**config.mk**
```make
export PLATFORM = sky130hd
export DESIGN_NAME = serial_subtractor_ctrl
export DESIGN_NICKNAME = d
export VERILOG_FILES = /design/src/rtl/serial_subtractor_ctrl.sv
export SDC_FILE = /design/constraint.sdc
export NUM_CORES = 1
export LEC_CHECK = 0
export BUFFER_PORTS_ARGS = -buffer_cell sky130_fd_sc_hd__buf_4
export CAP_MARGIN = 25
export CORE_MARGIN = 4
export CORE_UTILIZATION = 47
export CTS_CLUSTER_SIZE = 28
export DETAILED_ROUTE_END_ITERATION = 8
export GPL_ROUTABILITY_DRIVEN = 1
export GPL_TIMING_DRIVEN = 0
export MAX_ROUTING_LAYER = met4
export PLACE_DENSITY = 0.73
export SLEW_MARGIN = 20
export SYNTH_ARGS = -nofsm -noshare
export SYNTH_HDL_FRONTEND = slang
export SYNTH_SLANG_ARGS = --single-unit
export TNS_END_PERCENT = 5
```
**constraint.sdc**
```tcl
create_clock -name clk -period 1.6 [get_ports clk]
set_input_delay 0 -clock clk [delete_from_list [all_inputs] [get_ports clk]]
set_output_delay 0 -clock clk [all_outputs]
set_load 0.03 [all_outputs]
```
**src/rtl/serial_subtractor_ctrl.sv**
```systemverilog
// Bit-serial subtraction controller: drives one external full subtractor cell
// LSB-first over WIDTH cycles and collects diff = a - b with the final borrow.
module serial_subtractor_ctrl #(
  parameter int unsigned WIDTH = 8
) (
  input  logic             clk,
  input  logic             rst,
  input  logic             start,
  input  logic [WIDTH-1:0] a,
  input  logic [WIDTH-1:0] b,
  output logic             fs_a,
  output logic             fs_b,
  output logic             fs_bin,
  input  logic             fs_d,
  input  logic             fs_bout,
  output logic             busy,
  output logic             done,
  output logic [WIDTH-1:0] diff,
  output logic             borrow_out
);

  localparam int unsigned CW   = ($clog2(WIDTH) < 1) ? 1 : $clog2(WIDTH);
  localparam int unsigned LAST = WIDTH - 1;

  typedef enum logic [1:0] {
    IDLE = 2'd0,
    RUN  = 2'd1,
    DONE = 2'd2
  } state_t;

  state_t           state;
  state_t           state_next;
  logic             accept;
  logic             step;
  logic             last_step;
  logic [CW-1:0]    cnt;
  logic             borrow;
  logic [WIDTH-1:0] a_sh;
  logic [WIDTH-1:0] b_sh;
  logic [WIDTH-1:0] res_sh;
  logic [WIDTH-1:0] res_next;

  // State register plus registered status flags
  always_ff @(posedge clk) begin
    if (rst) begin
      state <= IDLE;
      busy  <= 1'b0;
      done  <= 1'b0;
    end else begin
      state <= state_next;
      busy  <= (state_next != IDLE);
      done  <= (state_next == DONE);
    end
  end

  // Next-state decode and per-cycle strobes
  always_comb begin
    state_next = state;
    accept     = 1'b0;
    step       = 1'b0;
    last_step  = 1'b0;
    case (state)
      IDLE: begin
        if (start) begin
          accept     = 1'b1;
          state_next = RUN;
        end
      end
      RUN: begin
        step = 1'b1;
        if (cnt == CW'(LAST)) begin
          last_step  = 1'b1;
          state_next = DONE;
        end
      end
      DONE: state_next = IDLE;
      default: state_next = IDLE;
    endcase
  end

  assign res_next = {fs_d, res_sh[WIDTH-1:1]};

  // Counter, borrow chain and visible results
  always_ff @(posedge clk) begin
    if (rst) begin
      cnt        <= '0;
      borrow     <= 1'b0;
      diff       <= '0;
      borrow_out <= 1'b0;
    end else if (accept) begin
      cnt    <= '0;
      borrow <= 1'b0;
    end else if (step) begin
      cnt    <= cnt + CW'(1);
      borrow <= fs_bout;
      if (last_step) begin
        diff       <= res_next;
        borrow_out <= fs_bout;
      end
    end
  end

  // Operand and result shifters carry no reset; the cell inputs are gated by state
  always_ff @(posedge clk) begin
    if (accept) begin
      a_sh <= a;
      b_sh <= b;
    end else if (step) begin
      a_sh   <= {1'b0, a_sh[WIDTH-1:1]};
      b_sh   <= {1'b0, b_sh[WIDTH-1:1]};
      res_sh <= res_next;
    end
  end

  assign fs_a   = (state == RUN) & a_sh[0];
  assign fs_b   = (state == RUN) & b_sh[0];
  assign fs_bin = (state == RUN) & borrow;

endmodule

```
==> results of run 1 <==
==> critical path, stage by stage, from the launching register on <==
cell     delay [ns]
dfxtp_1        0.33
buf_6          0.13
nor3b_4        0.26
buf_6          0.18
mux2_2         0.34
==> layout by cell type (no fill, tap or decap) <==
cell type,n
edfxtp_1,23
a211oi_1,1
and3b_1,1
nor3_1,4
buf_6,2
ha_1,2
nor3b_4,1
a22oi_1,3
nor2_1,5
and2_1,5
buf_2,1
clkbuf_1,4
dfxtp_1,17
clkinvlp_4,1
mux2_2,14
a21oi_1,9
clkbuf_4,5
nand3b_1,1
clkbuf_8,1
mux2i_1,1
nand2_1,19
inv_1,1
dlygate4sd3_1,20
nor2b_1,1
o21bai_2,1
buf_4,38
==> power groups by stage <==
| stage | logic (µW) | registers (µW) | clock network [µW] |
|---|---|---|---|
| after detailed placement | 181 | 1210 | 0 |
| after global routing | 255 | 1200 | 580 |
| after CTS | 226 | 1190 | 534 |
| after floorplan | 113 | 1210 | 0 |
| after global placement | 177 | 1210 | 0 |
| final | 233 | 1190 | 511 |
==> layer usage <==
layer	global-route usage (%)	vias up	wire length [µm]
met3	4.103	6	143
met1	17.24	505	1150
met4	7.254	0	53
met5	-	-	0
li1	-	539	-
met2	28.32	28	1601
==> worst max-delay path by stage <==
stage	endpoint	slack [ns]	depth (start not counted)
after floorplan	a_sh[0]	0.10	4
after global placement	a_sh[2]	-0.003	4
after detailed placement	a_sh[3]	-0.02	4
after CTS	fs_bin	0.0003	5
after global routing	fs_bin	0.009	5
final	a_sh[2]	0.10	4
==> flip-flops by register name (all words and copies together) (netlist names) <==
| register | cells |
|---|---|
| busy | 1 |
| state | 2 |
| diff | 8 |
| a_sh | 8 |
| borrow | 1 |
| cnt | 3 |
| b_sh | 8 |
| borrow_out | 1 |
| done | 1 |
| res_sh | 7 |
==> cell families after synthesis <==
kind of cell | Yosys count | synth area share (%)
compound gates | 14 | 5.349
fa+ha+maj | 2 | 1.620
buf+inv | 9 | 3.566
flops | 40 | 66.77
mux | 15 | 10.86
simple gates | 37 | 11.83
==> final cells by class <==
cell class	instances	area, µm²	area share (%)
flip-flops and latches	40	1031	48.22
repair buffers	56	470.5	22.00
multi-input cells	68	461.7	21.59
clock buffers	8	58.81	2.750
well taps	44	55.05	2.575
plain buffers	7	50.05	2.341
inverters	2	11.26	0.5266
==> metrics by stage <==
step                  TNS, ns  setup slack, ns  cell area, µm²  hold WS, ns  util [%]
global placement    -0.005998        -0.002784            1847       0.1916     59.52
finish                      0           0.1038            2138       0.3986     68.91
global route                0         0.009313            2138       0.3810     68.91
floorplan                   0           0.1012            1544      0.09887         -
detailed placement   -0.08439         -0.01635            1847       0.1926     59.52
CTS                         0        0.0002863            2121       0.3819     68.35
==> timing repair <==
action	CTS	global route
gates resized for setup	0	4
setup endpoints to repair	9	21
endpoints found under the hold margin	23	0
setup buffers	2	1
hold buffers	20	0
pin swaps	1	1
==> impl_metrics.json, run 1 <==
{
  "status": "complete, no violations",
  "fill_cells": 234,
  "hold_end": "res_sh[7]",
  "clk_latency_ns": 0.33,
  "portBuffers": 33,
  "min_from": "fs_d",
  "hold_depth": 2,
  "cts_buffers": 5,
  "p_int_uw": 1524,
  "worst_pin_slew_ns": 0.4408,
  "ios": 35,
  "core_area_um2": 3103,
  "grt_pass1_vias": 1138,
  "r2r_cells": 4,
  "leakage_uw": 0.0008495,
  "p_switching_uw": 409.6,
  "drt_wl_total_um": 2949,
  "yosysTopAreaCell": "edfxtp_1",
  "drt_iter0_markers": 64,
  "wl_per_cell_um": 13.11,
  "max_freq_mhz": 668.3,
  "grt_setup_unrepaired": "no",
  "final_max_slew_viol_count": 0,
  "grt_max_degree": 18,
  "die_w_um": 65.32,
  "synth-edff-count": 23,
  "antenna_found_initial": 0,
  "r2r_slack_ns": 0.10,
  "finalSetupViolCount": 0,
  "fin_worst_skew_ns": 0.005175,
  "ir_worst_vdd_mv": 0.6201,
  "critPathMaxFanout": 10,
  "synth.avg_cell_area_um2": 13.20,
  "cp.arrival_ns": 1.59,
  "synth-seq-area-share_pct": 66.77,
  "ys_warn_count": 0,
  "synth_cell_types": 22,
  "die-area_um2": 4266,
  "ant_nets": 0,
  "dieHeight_um": 65.32,
  "diodes": 0,
  "synth_common_cells": "23 x edfxtp_1, 19 x nand2_1, 17 x dfxtp_1, 14 x mux2_2, 9 x a21oi_1",
  "syn_area_um2": 1544,
  "required_ns": 1.69,
  "rr_startpoint": "state[0]",
  "cts_sinks": 40,
  "clockBufferDepth": 2,
  "synthCells": 117,
  "route.detailed.drc": 0,
  "swShare_pct": 21.18,
  "placed_cells": 194,
  "netlist.area_leader.share_pct": 44.73,
  "h-tree-depth": 2,
  "initial_core_util_pct": 49.76,
  "grt.total_usage_pct": 16.20,
  "ys_seq_elements": 40,
  "grt_pass1_wl_um": 5037,
  "power_uw": 1934,
  "synthArstFlopShare_pct": 0,
  "maxCapViolCount": 0,
  "synthToLayoutAreaGrowth_pct": 38.49,
  "post-route-period-util_pct": 93.51,
  "cp-start-kind": "register",
  "max_slew_margin_pct": 70.61,
  "grt-ovfl-total": 0,
  "tritoncts": "done",
  "powerDensity_nw_per_um2": 904.4,
  "rows": 20,
  "finalNetCount": 203,
  "cp-end-kind": "register",
  "synth_top_flop_cell": "edfxtp_1",
  "yosys.cell_count.top_type": "edfxtp_1",
  "drt_first_pass_iters": 4,
  "regToRegEndpoint": "a_sh[2]",
  "vias_per_cell": 4.791,
  "synth_nets": 140,
  "drive_above_1_share_pct": 35.36,
  "startpoint": "state[0]",
  "cts_root_buf": "clkbuf_4",
  "p_seq_share_pct": 61.5,
  "finalNonFillerCells": 225,
  "synth_area_leaders": "edfxtp_1 45%, dfxtp_1 22%, mux2_2 10%",
  "via_count": 1078,
  "finalHoldViolCount": 0,
  "hp-class": "in -> reg",
  "clk_pin_slew_ns": 0.11,
  "p_clk_share_pct": 26.4,
  "dp_hpwl_um": 1853,
  "fin_crit_ns": 1.496,
  "crit_type": "reg -> reg",
  "gp_congestion": 0.6791,
  "comb_power_share_pct": 12.0
}
Power figures use the tool's default switching activity.
==> inputs of run 2 (changes only) <==
--- a/config.mk
+++ b/config.mk
@@ -7,6 +7,7 @@
 export LEC_CHECK = 0
 export BUFFER_PORTS_ARGS = -buffer_cell sky130_fd_sc_hd__buf_4
 export CAP_MARGIN = 25
+export CORE_ASPECT_RATIO = 0.9
 export CORE_MARGIN = 4
 export CORE_UTILIZATION = 47
 export CTS_CLUSTER_SIZE = 28
==> run 2 against run 1 <==
  * Maximum frequency grew 0.20%
  * Hold slack lost 0.38 ns
  * Non-clock buffer count shrank 15
  * First-iteration DRC count shrank 28%
  * Largest cell class unchanged
  * Register-to-register slack is essentially flat
  * Sequential power is essentially flat
  * Clock skew shrank 0.00094 ns
  * Worst setup slack gained 0.0030 ns
  * Clock-buffer cell count shrank 2
  * Clock power grew 53%
  * Sequential share of layout area grew 2.3 points
  * Die area is essentially flat
==> impl_metrics.json, run 2 (synthesis results as in run 1) <==
{
  "grt_use_met1_pct": 16.45,
  "finalSetupViolCount": 0,
  "drt_iter0_markers": 46,
  "cp-end-kind": "register",
  "grt_use_met3_pct": 5.935,
  "place_area_um2": 1844,
  "busiest_layer": "met2",
  "hold_depth": 2,
  "min_from": "a[1]",
  "clockBufferDepth": 2,
  "max_slew_margin_pct": 69.06,
  "r2r_cells": 4,
  "cts_sinks": 40,
  "cts_root_buf": "clkbuf_8",
  "tritoncts": "done",
  "post-route-period-util_pct": 93.32,
  "critPathMaxFanout": 10,
  "vias_per_cell": 4.760,
  "antenna_found_initial": 0,
  "h-tree-depth": 2,
  "drt_wl_total_um": 2601,
  "fin_setup_tns_ns": 0,
  "fill_cells": 239,
  "crit_type": "reg -> reg",
  "die-area_um2": 4267,
  "route.detailed.drc": 0,
  "clk_latency_ns": 0.29,
  "grt.total_usage_pct": 13.97,
  "ant_nets": 0,
  "core_area_um2": 3114,
  "required_ns": 1.64,
  "rr_startpoint": "state[1]",
  "finalNetCount": 188,
  "die_w_um": 68.42,
  "largestRegisters": "a_sh: 8 flops, b_sh: 8 flops, diff: 8 flops",
  "rows": 19,
  "drive_above_1_share_pct": 38.55,
  "ios": 35,
  "dp_hpwl_um": 1776,
  "startpoint": "state[1]",
  "seq_area_um2": 1031,
  "fin_worst_skew_ns": 0.004237,
  "dieHeight_um": 62.38,
  "ir_worst_vdd_mv": 0.5784,
  "cp-start-kind": "register",
  "drt_first_pass_iters": 4,
  "portBuffers": 33,
  "diodes": 0,
  "wl_per_cell_um": 12.50,
  "grt_pass1_wl_um": 4264,
  "max_freq_mhz": 669.7,
  "layout_common_cells": "36 x buf_4, 23 x edfxtp_1, 19 x nand2_1, 17 x dfxtp_1, 14 x mux2_2",
  "cp.arrival_ns": 1.53,
  "cts_buffers": 5,
  "grt-ovfl-total": 0,
  "final_max_slew_viol_count": 0,
  "clk_pin_slew_ns": 0.07,
  "finalHoldViolCount": 0,
  "multi_input_area_um2": 457.9,
  "final_cell_area_um2": 2041,
  "synthToLayoutAreaGrowth_pct": 32.17,
  "final_common_cell": "buf_4",
  "leakage_uw": 0.0008099,
  "via_count": 990,
  "grt_pass1_vias": 998,
  "fin_crit_ns": 1.493,
  "status": "complete, no violations",
  "maxCapViolCount": 0,
  "powerDensity_nw_per_um2": 1066,
  "grt_max_degree": 18,
  "placed_cells": 192,
  "initial_core_util_pct": 49.58,
  "worst_pin_slew_ns": 0.4632,
  "hp-class": "in -> reg",
  "finalNonFillerCells": 208,
  "grt_use_met2_pct": 20.98,
  "gp_congestion": 0.7171
}
==> run 2: cell count changes in the layout (fill, tap and decap cells not counted), moves of 2 or more <==
| cell | before | now |
|---|---|---|
| dlygate4sd3_1 | 20 | 5 |
| clkbuf_4 | 5 | 0 |
| clkbuf_8 | 1 | 5 |
| buf_4 | 38 | 36 |
==> run 2: timing repair <==
action | CTS | global route
hold buffers | 5 | 0
gates resized for setup | 0 | 1
hold endpoints to repair | 7 | 0
setup buffers | 2 | 1
pin swaps | 1 | 0
endpoints found under the setup margin | 8 | 17
==> run 2: path summary, 6_finish.rpt <==
check	to	slack, ns
max reg2reg	b_sh[6]	0.11
min reg2reg	res_sh[1]	0.45
max	b_sh[6]	0.11
min	a_sh[1]	0.01
==> run 2: metrics by stage <==
stage	util [%]	worst slack (ns)	hold WS, ns	power [µW]
finish	65.53	0.1068	0.01427	2176
global route	65.53	-0.008619	0.006352	2268
CTS	64.77	0.05211	0.008017	2190
global placement	59.22	-0.006159	0.1886	1385
detailed placement	59.22	-0.03671	0.1917	1394
floorplan	-	0.1012	0.09887	1321
==> run 2: power breakdown <==
group          switching (µW)  total (µW)  internal, µW
Clock                     322         784           462
Sequential               20.1        1190          1170
Combinational            85.4         203           118
==> run 2: final cells by class <==
class / instances / area share, %
clock buffer: 6 / 3.556
timing repair buffer: 41 / 16.31
multi-input combinational: 68 / 22.44
tap: 42 / 2.575
sequential: 40 / 50.52
clock inverter: 2 / 1.717
buffer: 7 / 2.330
inverter: 2 / 0.5518
==> run 2: metal layers <==
layer	vias up	routed length [µm]
li1	503	-
met1	460	1148
met2	23	1296
met3	4	129
met4	0	26
met5	-	0
==> run 2: worst max-delay path, stage by stage (launching register included) <==
cell	delay [ns]
dfxtp_1	0.30
buf_4	0.16
nor3b_4	0.27
buf_6	0.18
mux2_2	0.34
